==> config.mk <==
export PLATFORM = sky130hd
export DESIGN_NAME = mem_subword_rmw
export DESIGN_NICKNAME = d
export VERILOG_FILES = /design/src/rtl/mem_subword_rmw.sv
export SDC_FILE = /design/constraint.sdc
export NUM_CORES = 1
export LEC_CHECK = 0
export ABC_AREA = 0
export BUFFER_PORTS_ARGS = -buffer_cell sky130_fd_sc_hd__buf_2
export CAP_MARGIN = 20
export CORE_MARGIN = 8
export CORE_UTILIZATION = 40
export DETAILED_ROUTE_END_ITERATION = 7
export HOLD_SLACK_MARGIN = 0.03
export MAX_ROUTING_LAYER = met4
export PLACE_DENSITY_LB_ADDON = 0.15
export RECOVER_POWER = 25
export SLEW_MARGIN = 20
export SYNTH_ARGS = -nofsm -noshare
export SYNTH_HDL_FRONTEND = slang
export SYNTH_SLANG_ARGS = --single-unit
==> constraint.sdc <==
create_clock -name clk -period 2.1 [get_ports clk]
set_clock_uncertainty 0.05 [all_clocks]
set_input_delay 0.105 -clock clk [delete_from_list [all_inputs] [get_ports clk]]
set_output_delay 0.105 -clock clk [all_outputs]
set_load 0.01 [all_outputs]
==> src/rtl/mem_subword_rmw.sv <==
// -----------------------------------------------------------------------------
// mem_subword_rmw
//
// Sub-word access adapter between the load/store unit and one port of a
// word-only BRAM. Byte and halfword loads are served by reading the full word
// and extracting the lane, with sign or zero extension. Byte and halfword
// stores become a read-modify-write: read the word, merge the new lane(s),
// then write the full word back. Only one transaction is in flight at a time.
//
// Parameters
//   XLEN             data/address width (the lane logic assumes 32)
//   ERR_ON_MISALIGN  1: a misaligned access completes with lsu_err and no
//                       memory access
//                    0: low address bits are cleared to the access size and
//                       the access proceeds
//
// Ports
//   clk, rst_n     clock, asynchronous active-low reset
//   lsu_req        request, sampled only while idle
//   lsu_we         1 = store, 0 = load
//   lsu_addr       byte address
//   lsu_wdata      right-aligned store data
//   lsu_size       00 byte, 01 half, 10 word, 11 illegal
//   lsu_unsigned   zero-extend loads when 1
//   lsu_rdata      load result; holds until the next load or error completes
//   lsu_ready      one-cycle completion pulse
//   lsu_err        error flag, valid with lsu_ready
//   lsu_busy       high whenever a transaction is in progress
//   mem_req        single-cycle BRAM request
//   mem_we         BRAM write enable
//   mem_addr       word-aligned BRAM address
//   mem_wdata      full word written to BRAM
//   mem_rdata      BRAM read data
//   mem_ready      BRAM completion, one cycle after mem_req
//
// Every output is a register or a decode of registered state, so there is no
// combinational path from the lsu_* inputs to the mem_* outputs.
//
// The read-modify-write is not atomic against the other BRAM port; words that
// are sub-word written here must not be shared with that port concurrently.
// -----------------------------------------------------------------------------
module mem_subword_rmw #(
  parameter int XLEN            = 32,
  parameter bit ERR_ON_MISALIGN = 1'b1
) (
  input  logic            clk,
  input  logic            rst_n,
  input  logic            lsu_req,
  input  logic            lsu_we,
  input  logic [XLEN-1:0] lsu_addr,
  input  logic [XLEN-1:0] lsu_wdata,
  input  logic [1:0]      lsu_size,
  input  logic            lsu_unsigned,
  output logic [XLEN-1:0] lsu_rdata,
  output logic            lsu_ready,
  output logic            lsu_err,
  output logic            lsu_busy,
  output logic            mem_req,
  output logic            mem_we,
  output logic [XLEN-1:0] mem_addr,
  output logic [XLEN-1:0] mem_wdata,
  input  logic [XLEN-1:0] mem_rdata,
  input  logic            mem_ready
);

  typedef enum logic [2:0] {
    S_IDLE,
    S_RD,
    S_RD_WAIT,
    S_WR,
    S_WR_WAIT,
    S_DONE
  } state_t;

  localparam logic [1:0] SZ_BYTE = 2'b00;
  localparam logic [1:0] SZ_HALF = 2'b01;
  localparam logic [1:0] SZ_WORD = 2'b10;

  state_t state_q, state_d;

  // Captured transaction. wdata_q holds the raw store data first and is
  // overwritten with the merged word once the read returns.
  logic            we_q;
  logic [XLEN-1:0] addr_q;
  logic [XLEN-1:0] wdata_q;
  logic [1:0]      size_q;
  logic            unsigned_q;
  logic            err_q;
  logic [XLEN-1:0] rdata_q;

  // Request decode (only meaningful in IDLE).
  logic            req_misaligned;
  logic            req_illegal;
  logic            req_err;
  logic [XLEN-1:0] req_addr;

  // Read-data processing (only meaningful in RD_WAIT).
  logic [7:0]      byte_lane;
  logic [15:0]     half_lane;
  logic [XLEN-1:0] load_val;
  logic [XLEN-1:0] merged;

  // ---------------------------------------------------------------------------
  // Request decode
  // ---------------------------------------------------------------------------
  // NOTE: every signal driven from an always_comb gets a default first, so no
  // path through the case statements can leave it unassigned and infer a latch.
  always_comb begin
    req_misaligned = 1'b0;
    req_illegal    = 1'b0;
    req_addr       = lsu_addr;
    case (lsu_size)
      SZ_BYTE: ;
      SZ_HALF: begin
        req_misaligned = lsu_addr[0];
        req_addr       = {lsu_addr[XLEN-1:1], 1'b0};
      end
      SZ_WORD: begin
        req_misaligned = |lsu_addr[1:0];
        req_addr       = {lsu_addr[XLEN-1:2], 2'b00};
      end
      default: req_illegal = 1'b1;
    endcase
    req_err = req_illegal || (ERR_ON_MISALIGN && req_misaligned);
  end

  // ---------------------------------------------------------------------------
  // Load lane extraction and store merge, both against the returning word
  // ---------------------------------------------------------------------------
  always_comb begin
    byte_lane = mem_rdata[8*addr_q[1:0] +: 8];
    half_lane = mem_rdata[16*addr_q[1] +: 16];

    case (size_q)
      SZ_BYTE: load_val = unsigned_q ? {{(XLEN-8){1'b0}}, byte_lane}
                                     : {{(XLEN-8){byte_lane[7]}}, byte_lane};
      SZ_HALF: load_val = unsigned_q ? {{(XLEN-16){1'b0}}, half_lane}
                                     : {{(XLEN-16){half_lane[15]}}, half_lane};
      default: load_val = mem_rdata;
    endcase

    merged = mem_rdata;
    case (size_q)
      SZ_BYTE: merged[8*addr_q[1:0] +: 8]  = wdata_q[7:0];
      SZ_HALF: merged[16*addr_q[1] +: 16]  = wdata_q[15:0];
      default: merged = wdata_q;
    endcase
  end

  // ---------------------------------------------------------------------------
  // Next-state logic
  // ---------------------------------------------------------------------------
  always_comb begin
    state_d = state_q;
    case (state_q)
      S_IDLE: begin
        if (lsu_req) begin
          if (req_err)                          state_d = S_DONE;
          else if (lsu_we && lsu_size == SZ_WORD) state_d = S_WR;
          else                                  state_d = S_RD;
        end
      end
      S_RD:      state_d = S_RD_WAIT;
      S_RD_WAIT: if (mem_ready) state_d = we_q ? S_WR : S_DONE;
      S_WR:      state_d = S_WR_WAIT;
      S_WR_WAIT: if (mem_ready) state_d = S_DONE;
      S_DONE:    state_d = S_IDLE;
      default:   state_d = S_IDLE;
    endcase
  end

  // ---------------------------------------------------------------------------
  // State and datapath registers
  // ---------------------------------------------------------------------------
  // NOTE: sequential state uses non-blocking assignments only, so every
  // register samples the pre-edge values regardless of statement order.
  always_ff @(posedge clk or negedge rst_n) begin
    if (!rst_n) begin
      state_q    <= S_IDLE;
      we_q       <= 1'b0;
      addr_q     <= '0;
      wdata_q    <= '0;
      size_q     <= SZ_BYTE;
      unsigned_q <= 1'b0;
      err_q      <= 1'b0;
      rdata_q    <= '0;
    end else begin
      state_q <= state_d;
      case (state_q)
        S_IDLE: begin
          if (lsu_req) begin
            we_q       <= lsu_we;
            addr_q     <= req_addr;
            wdata_q    <= lsu_wdata;
            size_q     <= lsu_size;
            unsigned_q <= lsu_unsigned;
            err_q      <= req_err;
            // An error completes as a load would, with zero data.
            if (req_err) rdata_q <= '0;
          end
        end
        S_RD_WAIT: begin
          if (mem_ready) begin
            if (we_q) wdata_q <= merged;
            else      rdata_q <= load_val;
          end
        end
        default: ;
      endcase
    end
  end

  // ---------------------------------------------------------------------------
  // Outputs, decoded from registered state
  // ---------------------------------------------------------------------------
  assign mem_req   = (state_q == S_RD) || (state_q == S_WR);
  assign mem_we    = (state_q == S_WR);
  assign mem_addr  = {addr_q[XLEN-1:2], 2'b00};
  assign mem_wdata = wdata_q;
  assign lsu_rdata = rdata_q;
  assign lsu_ready = (state_q == S_DONE);
  assign lsu_err   = (state_q == S_DONE) && err_q;
  assign lsu_busy  = (state_q != S_IDLE);

endmodule

Word level (Yosys, flattened, before mapping)
Index checks and enable logic that the tools add are counted.

Input port bits: 104. Word-level logic and storage cells: 71. Register bits: 104. Output and inout port bits: 101.

Reductions and logical operators: 15. $add $sub $neg: 2. Shift operators: 6. Mux-type cells: 25. Equal/unequal tests: 15.

Operators with widths (count): 32-bit two-way mux (9); 32-bit one-hot mux with 2 select lines (4); 5-bit negator with 34-bit output (2); 32-bit bitwise mux (2); 16-bit by 34-bit variable shift with 32-bit output, first input constant (1); 8-bit by 34-bit variable shift with 32-bit output, first input constant (1); 16-bit by 34-bit variable part select with 32-bit output (1); 8-bit by 34-bit variable part select with 32-bit output (1); 32-bit by 6-bit variable part select with 16-bit output (1); 32-bit by 6-bit variable part select with 8-bit output (1); 3-bit two-way mux (5); 3-bit one-hot mux with 5 select lines (1); 2-bit != test, second input constant (6); 5-bit AND reduction (2); 3-bit by 2-bit equality test with 1-bit output, second input constant (2); 3-bit equality test, second input constant (2); 2-bit by 1-bit equality test with 1-bit output, second input constant (2); 2-bit zero test (2); 2-bit one-hot mux with 2 select lines (1); 3-bit by 1-bit equality test with 1-bit output, second input constant (1); 3-bit zero test (1); 3-bit by 1-bit != test with 1-bit output, second input constant (1); 3-bit AND reduction (1); 3-bit nonzero test (1); other kinds (10) (12).

Longest topological paths before layout
Gate-level depths: netlist (run 1).

Depth after elaboration: 7. Mapped depth: 7. Gate-level depth less buffers: 6.

Worst setup path before layout (run 1)
No wires, ideal clock.

Path type: register to register. Start point: reg addr_q[1]. End point: reg wdata_q[24] (netlist: mem_wdata[24]). Buffers on the path: 1. Path slack: 0.043 ns. Data required time: 1.985 ns. Cell stages (with the launch flop): 8. Clock period less this slack: 2.057 ns. Library setup time: 0.065 ns. Arrival time: 1.942 ns. Cell sequence: dfrtp_1 -> inv_1 -> clkbuf_1 -> ha_1 -> nand2b_1 -> o32a_1 -> o32ai_1 -> o22a_1.

Cells in the longest elaborated chain, start to end: 7. Elaborated cells on any way between the ends: 12. Classes of those cells: add/sub (2); shift (4); mux (6).

Ends and longest elaborated chain: start, declared (RTL line 84) `logic [XLEN-1:0] addr_q;`; start signal, assigned (RTL line 193) `addr_q <= req_addr;`; 5-bit negator with 34-bit output (on tied branches) (RTL line 145, 144); 16-bit by 34-bit variable part select with 32-bit output, or another cell as far along (RTL line 145) `SZ_HALF: merged[16*addr_q[1] +: 16] = wdata_q[15:0];`; 32-bit bitwise mux (on tied branches) (RTL line 145, 144); 32-bit one-hot mux with 2 select lines * (RTL line 143) `case (size_q)`; 32-bit two-way mux * (RTL line 204) `if (we_q) wdata_q <= merged;`; 32-bit two-way mux * (RTL line 203) `if (mem_ready) begin`; 32-bit one-hot mux with 2 select lines * (RTL line 189) `case (state_q)`; end signal, assigned (RTL line 194) `wdata_q <= lsu_wdata;`; end signal, assigned (RTL line 204); end, declared (RTL line 85) `logic [XLEN-1:0] wdata_q;`.

Every way passes the cells marked *; elsewhere a longest branch is shown, timed or not. The select of a mux whose other input is x is not followed. A chain may end at the register's enable or synchronous reset.

Worst setup path after layout (run 1)
Start point: reg state_q[0]. End point: reg wdata_q[24] (netlist: mem_wdata[24]).

Cells in the longest elaborated chain, start to end: 3. Elaborated cells on any way between the ends: 9. Classes of those cells: eq/ne (5); mux (1); reduce/logical (3).

Ends and longest elaborated chain: start, declared (RTL line 79) `state_t state_q, state_d;`; start signal, assigned (RTL line 188) `state_q <= state_d;`; 3-bit by 2-bit equality test with 1-bit output / 3-bit zero test (equally long branches) (RTL line 189); 3-bit by 1-bit != test with 1-bit output (no source line), or another cell as far along; 5-bit AND reduction (no source line).

Parallel ways exist; a longest one is shown, timed or not.

==> results of run 1 <==
kinds of logic (layout without fill, tap and decap cells):
kind of cell	count (synthesis)	in the layout	share of synthesized area [%]
compound gates	191	191	23.6
fa+ha+maj	8	8	1.80
buf+inv	75	317	7.89
flops	104	104	46.7
mux	50	50	10.1
other cells	1	2	0.0674
simple gates	89	89	9.82
cell usage in the layout (no fill, tap or decap), types with 3 or more instances in the layout:
| cell type | n |
|---|---|
| buf_2 | 201 |
| dfrtp_1 | 104 |
| dlygate4sd3_1 | 59 |
| o21ai_0 | 55 |
| mux2_2 | 48 |
| buf_4 | 30 |
| nor2_1 | 29 |
| a21oi_1 | 27 |
| a31oi_1 | 24 |
| a221o_1 | 17 |
| o2bb2ai_1 | 16 |
| o21a_1 | 14 |
| nand2_1 | 11 |
| a22oi_1 | 9 |
| clkbuf_16 | 9 |
| a22o_1 | 8 |
| a221oi_1 | 8 |
| ha_1 | 8 |
| nor2b_1 | 7 |
| nand2b_1 | 7 |
| nor3_1 | 7 |
| inv_1 | 6 |
| or3_1 | 3 |
| and3_1 | 3 |
| nand3_1 | 3 |
| nor3_2 | 3 |
stage by stage:
step	instances	setup TNS, ps	hold WS (ps)	power (µW)
finish	941	0	30.7	10400
global route	941	0	37.3	11100
CTS	938	0	30.1	10400
detailed placement	865	-21.8	105	8620
global placement	865	0	106	8530
floorplan	519	0	-241	6970
cell usage after synthesis (all sizes together), types with 4 or more instances:
cell | count | share of area (%)
o21ai | 55 | 4.9
nor2 | 29 | 2.0
inv | 6 | 0.40
a22oi | 9 | 1.2
nor3 | 11 | 1.3
mux2 | 48 | 9.7
a22o | 8 | 1.3
ha | 8 | 1.8
dfrtp | 104 | 47
a221oi | 9 | 1.4
o21a | 14 | 1.9
a31oi | 24 | 2.7
clkbuf | 24 | 1.6
nand3 | 4 | 0.45
nand2 | 11 | 0.74
buf | 44 | 5.8
nor2b | 7 | 0.79
a221o | 17 | 3.1
nand2b | 7 | 0.79
o2bb2ai | 16 | 2.5
a21oi | 28 | 2.5
what timing repair did:
item,4_1_cts,5_1_grt
pin swaps,0,1
hold buffers,59,0
setup buffers,0,3
endpoints found under the setup margin,10,53
endpoints found under the hold margin,162,0
resized for setup,1,3
power by group through the flow:
stage	Combinational (µW)	Sequential (µW)	Clock, µW
floorplan	3150	3820	0
global placement	4760	3770	0
detailed placement	4820	3800	0
CTS	4910	3780	1710
global route	5360	3920	1800
finish	4920	3780	1680
registers in the layout, summed over array words and instances (netlist names):
register    flops
err_q           1
lsu_rdata      32
unsigned_q      1
state_q         3
size_q          2
we_q            1
mem_wdata      32
addr_q         32
layer usage:
metal	wire length [µm]	vias up	global-route usage [%]
li1	-	2383	-
met5	0	-	-
met3	1490	18	4.08
met1	8170	2502	27.9
met4	261	0	6.24
met2	8750	199	33.3
critical path, stage by stage (launching register included):
cell	delay, ps
dfrtp_1	510
or3b_4	550
buf_4	250
a221o_1	370
o22a_1	160
worst paths after layout:
| path | start | to | slack (ps) |
|---|---|---|---|
| worst max-delay path | state_q[0] | mem_wdata[24] | 90 |
| worst min-delay path | lsu_addr[1] | addr_q[1] | 30 |
| worst max register to register | state_q[0] | mem_wdata[24] | 90 |
| worst min register to register | lsu_rdata[14] | lsu_rdata[14] | 440 |
| max in group asynchronous | rst_n | mem_wdata[17] | 820 |
| min in group asynchronous | rst_n | addr_q[2] | 460 |
final cells by class:
class	instances	area share (%)
multi-input cells	340	33.6
inverters	7	0.346
clock buffers	11	3.33
well taps	180	2.96
repair buffers	296	24.9
clock inverters	3	0.560
flip-flops and latches	104	34.3
==> impl_metrics.json, run 1 <==
{
  "status": "finished clean",
  "hold_path_class": "input pin to flop",
  "path_class": "flop to flop",
  "synth_seq_cells": 104,
  "io_pins": 205,
  "rsz0062_at_grt": "no",
  "final_critical_path_setup_slack_ps": 92.7,
  "synth_area_per_cell_um2": 10.7,
  "die_w_um": 134,
  "drc": 0,
  "drive_above_1_share_pct": 41.5,
  "synthArstFlopShare_pct": 100,
  "worstPathRequired_ps": 2290,
  "via_count": 5102,
  "period_needed_ps": 2010,
  "rows": 43,
  "clkTransAtPathRegs_ps": 70,
  "final_net_count": 870,
  "finish.utilization_pct": 55.4,
  "cts_sinks": 104,
  "core-area_um2": 13700,
  "p_per_area_nw_per_um2": 1370,
  "start_util_pct": 40.6,
  "setup.worst_path.start_class": "flop",
  "syn_to_final_growth_pct": 36.4,
  "clock_latency_ps": 350,
  "syn_area_um2": 5570,
  "slew_headroom_pct": 34.7,
  "drt_iter0_markers": 406,
  "post_drt_wl_per_cell_um": 19.8,
  "worstPathArrival_ps": 2200,
  "rr_worst_depth": 4,
  "synth_edf_count": 0,
  "internal_power_uw": 6310,
  "pre_cts_slack_ps": -6.51,
  "p_leak_uw": 0.00346,
  "p_switching_uw": 4070,
  "cp-end-kind": "flop",
  "hold_depth": 3,
  "pwr-share-seq_pct": 36.4,
  "max_freq_mhz": 498,
  "p_comb_share_pct": 47.4,
  "cts_tree": "yes",
  "drt.antenna.violating_nets": 0,
  "power.share.switching_pct": 39.2,
  "ys_types": 51,
  "grt_first_pass_wirelength_um": 29500,
  "numPortBuffers": 202,
  "seqCellArea_um2": 2600,
  "die_area_um2": 18000,
  "tightest_slew_ps": 979,
  "max-cap-violations": 0,
  "grt_remaining_overflow": 0,
  "grt_antenna_before_repair": 0,
  "fin_crit_sh_pct": 95.6,
  "yosysWarnings": 0,
  "multi_input_area_um2": 2550,
  "setup-violations-final": 0,
  "cts-htree-levels": 3,
  "cts-root-buf": "clkbuf_16",
  "syn_inst": 518,
  "grt_pass1_vias": 5380,
  "wl_um": 18700,
  "cts_buffers": 9,
  "grt_max_degree": 73,
  "dp_hpwl_um": 14400,
  "die_h_um": 134,
  "first_pass_iters": 4,
  "critPathMaxFanout": 22,
  "finalHoldViolations": 0,
  "grt_use_total_pct": 21.4,
  "via_per_inst": 5.42,
  "clkPwrFrac_pct": 16.2,
  "synth_ff_type": "dfrtp_1",
  "num_antenna_cells": 0,
  "gp_congestion": 0.894,
  "maxSlewViolCount": 0,
  "final_area_um2": 7600,
  "dpl-instance-area_um2": 6670,
  "clk_path_buf_depth": 2,
  "fillCellCount": 1263,
  "seq_area_frac_synth_pct": 46.7,
  "ir_worst_vdd_mv": 0.553
}
No activity file was read; power rests on OpenSTA's default activity.
==> inputs of run 2 (changes only) <==
- ABC_AREA: 0 -> not set
- CORE_ASPECT_RATIO: not set -> 0.5
==> run 2 against run 1 <==
  * Global-route usage is 0.15 points higher
  * Sequential power down 3%
  * Setup slack worse by 9.5 ps
  * Largest cell class unchanged
  * Fmax fell by 0.47%
==> impl_metrics.json, run 2 (synthesized netlist as in run 1, its figures left out) <==
{
  "status": "finished clean",
  "drive_above_1_share_pct": 39.0,
  "dp.cells": 883,
  "die_w_um": 183,
  "maxSlewViolCount": 0,
  "io_pins": 205,
  "rr_worst_depth": 6,
  "worstPathCellList": "dlygate4sd3_1 -> buf_2 -> ha_1 -> a21oi_1 -> a21oi_4 -> a221o_1",
  "setup.worst_path.start_class": "input pin",
  "multi_input_area_um2": 2550,
  "numPortBuffers": 202,
  "final_cell_mix": "buf_2, dfrtp_1, dlygate4sd3_1",
  "rows": 30,
  "cts_sinks": 104,
  "p_leak_uw": 0.00345,
  "max_freq_mhz": 496,
  "fin_cells": 966,
  "critPathMaxFanout": 17,
  "hold_ws_ps": 35.5,
  "drt.antenna.violating_nets": 0,
  "rr_endpoint": "mem_wdata[31]",
  "finalHoldViolations": 0,
  "worstPathRequired_ps": 2280,
  "cts-root-buf": "clkbuf_16",
  "tightest_slew_ps": 1100,
  "period_needed_ps": 2020,
  "worstPathArrival_ps": 2190,
  "via_count": 5096,
  "clk_path_buf_depth": 2,
  "final_area_um2": 7700,
  "fillCellCount": 1207,
  "grt_remaining_overflow": 0,
  "grt_pass1_vias": 5270,
  "cts-htree-levels": 3,
  "post_drt_wl_per_cell_um": 19.9,
  "via_per_inst": 5.28,
  "cts_tree": "yes",
  "drt_iter0_markers": 360,
  "r2r_start": "state_q[0]",
  "grt_max_degree": 43,
  "fin_crit_sh_pct": 96.0,
  "die_h_um": 99.4,
  "clock_latency_ps": 350,
  "die_area_um2": 18200,
  "slew_headroom_pct": 26.6,
  "setup-violations-final": 0,
  "seqCellArea_um2": 2600,
  "path_class": "input pin to flop",
  "crit_start": "lsu_size[1]",
  "start_util_pct": 41.0,
  "ir_worst_vdd_mv": 0.554,
  "dpl-instance-area_um2": 6760,
  "grt_first_pass_wirelength_um": 29900,
  "clkTransAtPathRegs_ps": 70,
  "wl_um": 19200,
  "first_pass_iters": 5,
  "num_antenna_cells": 0,
  "gp_congestion": 0.887,
  "max-cap-violations": 0,
  "drc": 0,
  "dp_hpwl_um": 14400,
  "r2r_slack_ps": 90,
  "final_net_count": 881,
  "worstSetupEndpoint": "lsu_rdata[29]",
  "mostFrequentLayoutCell": "buf_2",
  "core-area_um2": 13600,
  "syn_to_final_growth_pct": 38.4,
  "max_stage_delay_ps": 540,
  "grt_antenna_before_repair": 0,
  "slowest_stage": "dlygate4sd3_1",
  "p_per_area_nw_per_um2": 1340,
  "grt_use_total_pct": 21.5,
  "hold_path_class": "input pin to flop",
  "cp-end-kind": "flop",
  "cts_buffers": 9
}
## run 2: cell type report
type | instances | share of cell area [%]
tap | 192 | 3.12
sequential | 104 | 33.8
timing repair buffer | 307 | 25.9
clock buffer | 9 | 2.92
clock inverter | 7 | 0.861
multi-input combinational | 340 | 33.1
inverter | 7 | 0.341
## run 2: worst min-delay path by stage
stage | to | cells past startpoint | slack (ps) | from
after global placement | addr_q[18] | 1 | 100 | rst_n
after CTS | state_q[2] | 3 | 30 | lsu_req
final | lsu_rdata[29] | 2 | 40 | mem_rdata[29]
after floorplan | addr_q[0] | 0 | -240 | rst_n
after global routing | state_q[2] | 3 | 40 | lsu_req
after detailed placement | state_q[0] | 1 | 100 | rst_n
## run 2: critical path, delay by kind of cell
kind	cells	cell delay [ps]
AOI/OAI and AO/OA	3	1070
buffers and inverters	2	690
adders and majority gates	1	320
## run 2: power by group
part	leakage, µW	total [µW]	internal [µW]	switching (µW)
combinational	0.00204	5020	2370	2660
sequential	0.00127	3670	2980	694
clock	0.000141	1660	833	825
total	0.00345	10400	6180	4170
## run 2: through the flow
stage	power (µW)	worst slack (ps)	setup TNS, ps	util, %
3_3_place_gp	8600	141	0	49.8
2_1_floorplan	6970	42.7	0	-
6_report	10400	83.2	0	56.7
5_1_grt	11100	-5.32	-8.23	56.7
3_5_place_dp	8680	50.4	0	49.8
4_1_cts	10500	9.79	0	56.9
## run 2: timing repair
action,CTS,global route
endpoints found under the setup margin,0,32
gates resized for setup,0,2
buffers inserted,0,0
endpoints found under the hold margin,107,0
hold buffers,67,0
## run 2: metal layers
layer	GRT usage (%)	vias up	share of wire (%)
met2	31.9	220	44
met4	5.84	0	1.3
li1	-	2400	-
met1	29.4	2457	47
met3	4.69	19	7.2
met5	-	-	0
